### config.mk
export PLATFORM = sky130hd
export DESIGN_NAME = amba_ahb_arbiter
export DESIGN_NICKNAME = d
export VERILOG_FILES = /design/src/rtl/amba_ahb_arbiter.sv
export SDC_FILE = /design/constraint.sdc
export NUM_CORES = 1
export LEC_CHECK = 0
export ABC_AREA = 0
export CAP_MARGIN = 5
export CORE_UTILIZATION = 40
export CTS_CLUSTER_DIAMETER = 150
export DETAILED_ROUTE_END_ITERATION = 8
export GPL_ROUTABILITY_DRIVEN = 0
export PLACE_DENSITY = 0.79
export RECOVER_POWER = 25
export SYNTH_ARGS = -nofsm -noshare
export SYNTH_HDL_FRONTEND = slang
export SYNTH_SLANG_ARGS = --single-unit
export TNS_END_PERCENT = 1
### constraint.sdc
create_clock -name i_hclk -period 1.9 [get_ports i_hclk]
set_clock_uncertainty 0.2 [all_clocks]
set_input_delay 0.57 -clock i_hclk [delete_from_list [all_inputs] [get_ports i_hclk]]
set_output_delay 0.57 -clock i_hclk [all_outputs]
set_load 0.01 [all_outputs]
### src/rtl/amba_ahb_arbiter.sv
// rtl/amba_ahb_arbiter.sv - round-robin AHB bus arbiter with fixed-burst/lock protection and default-master parking
module amba_ahb_arbiter #(
  parameter int NM = 2,
  parameter int DM = 0,
  localparam int MW = (NM > 1) ? $clog2(NM) : 1
) (
  input  logic          i_hclk,
  input  logic          i_hreset,
  input  logic [NM-1:0] i_hbusreq,
  input  logic [NM-1:0] i_hlock,
  input  logic [1:0]    i_htrans,
  input  logic [2:0]    i_hburst,
  input  logic          i_hready,
  output logic [NM-1:0] o_hgrant,
  output logic [MW-1:0] o_hmaster,
  output logic          o_hmastlock
);

  localparam logic [1:0] TR_IDLE   = 2'd0;
  localparam logic [1:0] TR_NONSEQ = 2'd2;
  localparam logic [1:0] TR_SEQ    = 2'd3;
  localparam logic [2:0] HB_SINGLE = 3'd0;
  localparam logic [2:0] HB_INCR   = 3'd1;
  localparam logic [MW-1:0] DM_IDX = MW'(DM);

  logic [NM-1:0] r_grant;
  logic [MW-1:0] r_owner;
  logic [MW-1:0] r_hmaster;
  logic          r_hmastlock;
  logic [3:0]    r_cnt;

  logic [3:0]    w_len_m1;
  logic          w_owner_req;
  logic          w_owner_lock;
  logic          w_handover;
  logic          w_found;
  logic [MW-1:0] w_next;

  always_comb begin
    w_len_m1 = 4'd0;
    case (i_hburst)
      3'd2, 3'd3: w_len_m1 = 4'd3;
      3'd4, 3'd5: w_len_m1 = 4'd7;
      3'd6, 3'd7: w_len_m1 = 4'd15;
      default:    w_len_m1 = 4'd0;
    endcase
  end

  assign w_owner_req  = i_hbusreq[r_owner];
  assign w_owner_lock = i_hlock[r_owner];

  // BUSY only hands over inside an undefined-length INCR burst; fixed bursts run to their last beat.
  assign w_handover = i_hready && !w_owner_lock &&
                      ((i_htrans == TR_IDLE && r_cnt == 4'd0) ||
                       (i_htrans == TR_NONSEQ && i_hburst == HB_SINGLE) ||
                       (i_htrans == TR_SEQ && r_cnt == 4'd1) ||
                       (i_htrans != TR_IDLE && i_hburst == HB_INCR && !w_owner_req));

  // Search starts just past the owner and wraps back to it, so the owner is served last.
  always_comb begin
    w_next  = DM_IDX;
    w_found = 1'b0;
    for (int i = 1; i <= NM; i++) begin
      if (!w_found && i_hbusreq[(int'(r_owner) + i) % NM]) begin
        w_found = 1'b1;
        w_next  = MW'((int'(r_owner) + i) % NM);
      end
    end
  end

  always_ff @(posedge i_hclk) begin
    if (i_hreset) begin
      r_grant     <= NM'(1) << DM;
      r_owner     <= DM_IDX;
      r_hmaster   <= DM_IDX;
      r_hmastlock <= 1'b0;
      r_cnt       <= 4'd0;
    end else if (i_hready) begin
      r_hmaster   <= r_owner;
      r_hmastlock <= w_owner_lock;
      if (i_htrans == TR_NONSEQ)
        r_cnt <= w_len_m1;
      else if (i_htrans == TR_SEQ && r_cnt != 4'd0)
        r_cnt <= r_cnt - 4'd1;
      if (w_handover) begin
        r_grant <= NM'(1) << w_next;
        r_owner <= w_next;
      end
    end
  end

  assign o_hgrant    = r_grant;
  assign o_hmaster   = r_hmaster;
  assign o_hmastlock = r_hmastlock;

endmodule

# Yosys cells after proc, flatten, opt, wreduce, memory -nomap -nowiden
# Index checks and enable logic that the tools add are counted.
# op_classes
n_eq_ne,10
mux,16
n_lt_le_gt_ge,3
n_shift,1
bitwise,2
n_addsub,3
reduce_logical,26
# ops
op,count
1-bit 2-to-1 mux,13
"3-bit == test, second input constant",4
4-bit one-hot mux with 3 select lines,1
1-bit logical AND,9
4-bit 2-to-1 mux,2
"3-bit by 2-bit == test with 1-bit output, second input constant",2
"2-bit by 3-bit < comparator with 1-bit output, second input constant",2
2-bit OR reduction,3
"2-bit == test, second input constant",2
"4-bit by 1-bit == test with 1-bit output, second input constant",1
4-bit logical NOT,1
2-bit AND reduction,2
2-bit nonzero test,2
4-bit nonzero test,1
"4-bit by 1-bit subtractor with 4-bit output, second input constant",1
"3-bit by 1-bit == test with 1-bit output, second input constant",1
1-bit logical NOT,3
3-bit logical NOT,1
1-bit logical OR,3
"1-bit adder, second input constant",2
"1-bit AND, first input constant",2
2-bit logical NOT,1
"1-bit by 2-bit < comparator with 1-bit output, second input constant",1
"1-bit by 1-bit left shift with 2-bit output, first input constant",1
# word_totals
wordCells,66
register_bits,9
inputBits,12

# Depth between registers and ports, before layout
# logic_depth
word_depth,10
mapped_depth,6

# Worst setup path after synthesis
# Ideal clock, no wire load.
# synth_timing
kind,input-to-reg
from,in i_hburst[2]
to,reg r_grant[1] (netlist: o_hgrant[1])
stages,4
setup_ns,0.121
slack_ns,-0.019
arrival_ns,1.597
t_required_ns,1.579
n_path_buf,0
path_cell_list,or2_2 -> a2111oi_4 -> o21ai_2 -> mux2_4
# synth_between
elab_chain_cells,7
word_cells_on_any_way,10
classes_between,1 x eq/ne; 9 x reduce/logical
# synth_rtl
element,line_no,source
from (decl),12,"input logic [2:0] i_hburst,"
3-bit logical NOT,55,(i_htrans == TR_NONSEQ && i_hburst == HB_SINGLE) ||
1-bit logical AND,55,
1-bit logical OR,54,((i_htrans == TR_IDLE && r_cnt == 4'd0) ||
1-bit logical OR,55,
1-bit logical OR (*),56,(i_htrans == TR_SEQ && r_cnt == 4'd1) ||
1-bit logical AND (*),53,assign w_handover = i_hready && !w_owner_lock &&
2-bit AND reduction (no line) (*),n/a,
to (signal assigned),73,r_grant <= NM'(1) << DM;
to (signal assigned),86,r_grant <= NM'(1) << w_next;
to (decl),26,logic [NM-1:0] r_grant;
# Every way passes the cells marked *; elsewhere a longest branch is shown, timed or not.
# A chain may end at the register's enable or synchronous reset.

# Worst setup path after layout
# layout_timing
from,in i_hbusreq[1]
to,reg r_grant[1] (netlist: o_hgrant[1])
# layout_between
elab_chain_cells,8
word_cells_on_any_way,19
classes_between,1 x shift; 11 x mux; 7 x reduce/logical
# layout_rtl
element,line_no,source
from (decl),9,"input logic [NM-1:0] i_hbusreq,"
1-bit 2-to-1 mux (implied by the code) (3 in series),64,if (!w_found && i_hbusreq[(int'(r_owner) + i) % NM]) begin
1-bit 2-to-1 mux,64,
1-bit logical NOT,64,
1-bit logical AND,64,
1-bit 2-to-1 mux,64,
1-bit by 1-bit left shift with 2-bit output,86,
# Several ways; a longest one is shown, not always the timed one. The select of a mux whose other input is x is not followed.

==> results.cfg <==
[status]
status = finished, final reports clean

[pwr]
seq_power_share_pct = 39.7
irDropWorstVdd_v = 0.0005021
pwr-share-comb_pct = 32.6
power_frac_clock_pct = 27.7
intPower_w = 0.0003371
power_density_nw_per_um2 = 540.0
leakagePower_nw = 0.4212
p_sw_w = 0.0001318
swShare_pct = 28.12

[clock_tree]
cts_tree = done
cts_root_buf = clkbuf_4
cts_buffer_depth = 2
clk_latency_ns = 0.25
clock-sinks = 8
path_clk_slew_ns = 0.06
hold_buffers = 0
cts_setup_buffers = 0
cts-buffers-inserted = 3
htree_num_levels = 1

[sta]
rsz0062_at_grt = false
finalHoldViolCount = 0
setup_viol = 0
clock.fmax_mhz = 536.2
setup-tns-final_ns = 0
maxSlewViolCount = 0
relSlewSlack_pct = 82.99
finalCriticalPeriod_ns = 1.865
post-route-period-util_pct = 98.16
hold-worst-slack_ns = 0.2851
worstMarginPinSlew_ns = 0.2532

[floorplan]
dieArea_um2 = 1502
ios = 16
die_w_um = 38.76
rows = 12
initial_core_util_pct = 45.57
die_h_um = 38.76
core-area_um2 = 1186

[synthesis]
yosys.area_share.simple_pct = 23.84
synthAdderAreaFrac_pct = 6.944
seq_area_frac_synth_pct = 29.63
synth-edff-count = 0
synth.most_common_cell = nor2_1
synth_warnings = 0
synth-xor-area-share_pct = 0
ys_ff_latch = 8
synth_async_sr_flop_share_pct = 0
avgSynthCellArea_um2 = 8.580
syn-cell-area_um2 = 540.5
muxShareOfSynthArea_pct = 16.67
synth_top_area_share_pct = 29.63
synth_cell_types = 26
synthTopCellsByArea = dfxtp_1 (30%), mux2i_1 (11%), ha_1 (6.9%)
syn_nets = 78
synthCells = 63
synth_top_family_by_area = simple AND/OR/NAND/NOR gates
synth.largest_area_cell = dfxtp_1
synth_commonest_cells = nor2_1 (10), dfxtp_1 (8), mux2i_1 (6)
synth-compound-area-share_pct = 18.06
synth_ff_type = dfxtp_1

[layout]
drive_gt1_share_pct = 32.26
diodes = 0
ff_latch_area_um2 = 161.4
area_growth_pct = 60.65
fin_cells = 107
multi_input_area_um2 = 382.9
nFillCells = 95
nNetsFinal = 110
design_area_um2 = 868.3

[route]
vias = 544
wl_mm = 1.376
first_pass_iters = 4
drt_iter0_markers = 12
avgViaCountPerCell = 5.084
wl_per_cell_um = 12.86
antenna_left = 0
drc_errors = 0

[grt]
grt_pass1_vias = 547
grt_use_total_pct = 21.94
grt_pass1_wl_mm = 2.187
antenna_found_initial = 0
grt_start_max_net_pins = 8
grt_overflow = 0

[placement]
dp.cells = 104
dpl_cell_area_um2 = 805.8
port_buffers = 15
detailed_place_hpwl_mm = 1.008

[flow_run]
maxCapViolations = 0

[critical_path]
crit_arrival_ns = 1.81
cp-end-kind = flip-flop
crit_type = in2reg
startpoint_type = input pin
cp_max_fo = 2
required_ns = 1.84

[hold_path]
worstHoldPathType = reg2reg
==> state kept, by name, summed over array words and instances (netlist names) <==
name / count
r_cnt: 4
o_hgrant: 2
o_hmastlock: 1
o_hmaster: 1
==> metrics by stage <==
step | total power, W | worst slack (ns) | utilization (%)
floorplan | 0.0002596 | -0.01584 | -
global route | 0.0005029 | 0.0007784 | 73.21
CTS | 0.0004691 | -0.01462 | 70.89
detailed placement | 0.0003344 | -0.4842 | 67.93
global placement | 0.0003307 | -0.4575 | 67.93
finish | 0.0004689 | 0.03489 | 73.21
==> power groups by stage <==
stage	clock network, W	registers (W)	logic, W
floorplan	0	0.000191	0.0000691
global placement	0	0.000189	0.000141
CTS	0.000135	0.000186	0.000148
global route	0.000149	0.000187	0.000167
detailed placement	0	0.000190	0.000145
finish	0.000130	0.000186	0.000153
==> cells by family after synthesis <==
family / count (synthesis)
simple gates: 26
compound gates: 12
mux: 8
flops: 8
buf+inv: 6
fa+ha+maj: 3
==> final timing paths <==
kind	startpoint	endpoint	slack [ns]	cells after the start
setup reg to reg	r_cnt[1]	o_hgrant[1]	0.10	6
hold reg to reg	r_cnt[3]	r_cnt[3]	0.29	2
hold / removal	r_cnt[3]	r_cnt[3]	0.29	2
setup / recovery	i_hbusreq[1]	o_hgrant[1]	0.03	5
==> worst max-delay path, cell delays in order <==
cell,delay (ns)
dlygate4sd2_1,0.25
mux2_4,0.27
a2111oi_4,0.30
o21ai_2,0.12
mux2_4,0.30
==> layout by cell type, fill, tap and decap left out, types with 2 or more instances in the layout <==
| cell type | instances |
|---|---|
| ha_1 | 2 |
| inv_1 | 3 |
| clkbuf_4 | 3 |
| nor2b_1 | 3 |
| dlymetal6s2s_1 | 5 |
| clkdlybuf4s50_1 | 2 |
| buf_4 | 14 |
| dfxtp_1 | 7 |
| mux2i_1 | 6 |
| nor2_1 | 10 |
| o21ai_0 | 2 |
| and2_1 | 2 |
| mux2_4 | 2 |
| a21oi_1 | 3 |
| nand3_1 | 2 |
| nor3_1 | 2 |
| dlygate4sd2_1 | 5 |
| nand2_1 | 2 |
==> cell type report <==
| type | instances | area share [%] |
|---|---|---|
| multi-input combinational | 49 | 44.09 |
| timing repair buffer | 30 | 31.41 |
| sequential | 8 | 18.59 |
| clock buffer | 3 | 2.594 |
| tap | 14 | 2.017 |
| inverter | 3 | 1.297 |
==> routing by layer <==
metal  track usage [%]  wire length (µm)  share of wire [%]  vias up
met3             10.98                84                6.1        0
met5                 0                 0                  0        -
met4             2.586                 0                  0        0
li1                  -                 -                  -      277
met2             40.83               729                 53       19
met1             22.11               563                 41      248
==> timing repair <==
item,CTS,global route
resized for setup,12,10
pin swaps,3,3
setup endpoints to repair,5,8
Power figures use the tool's default switching activity.
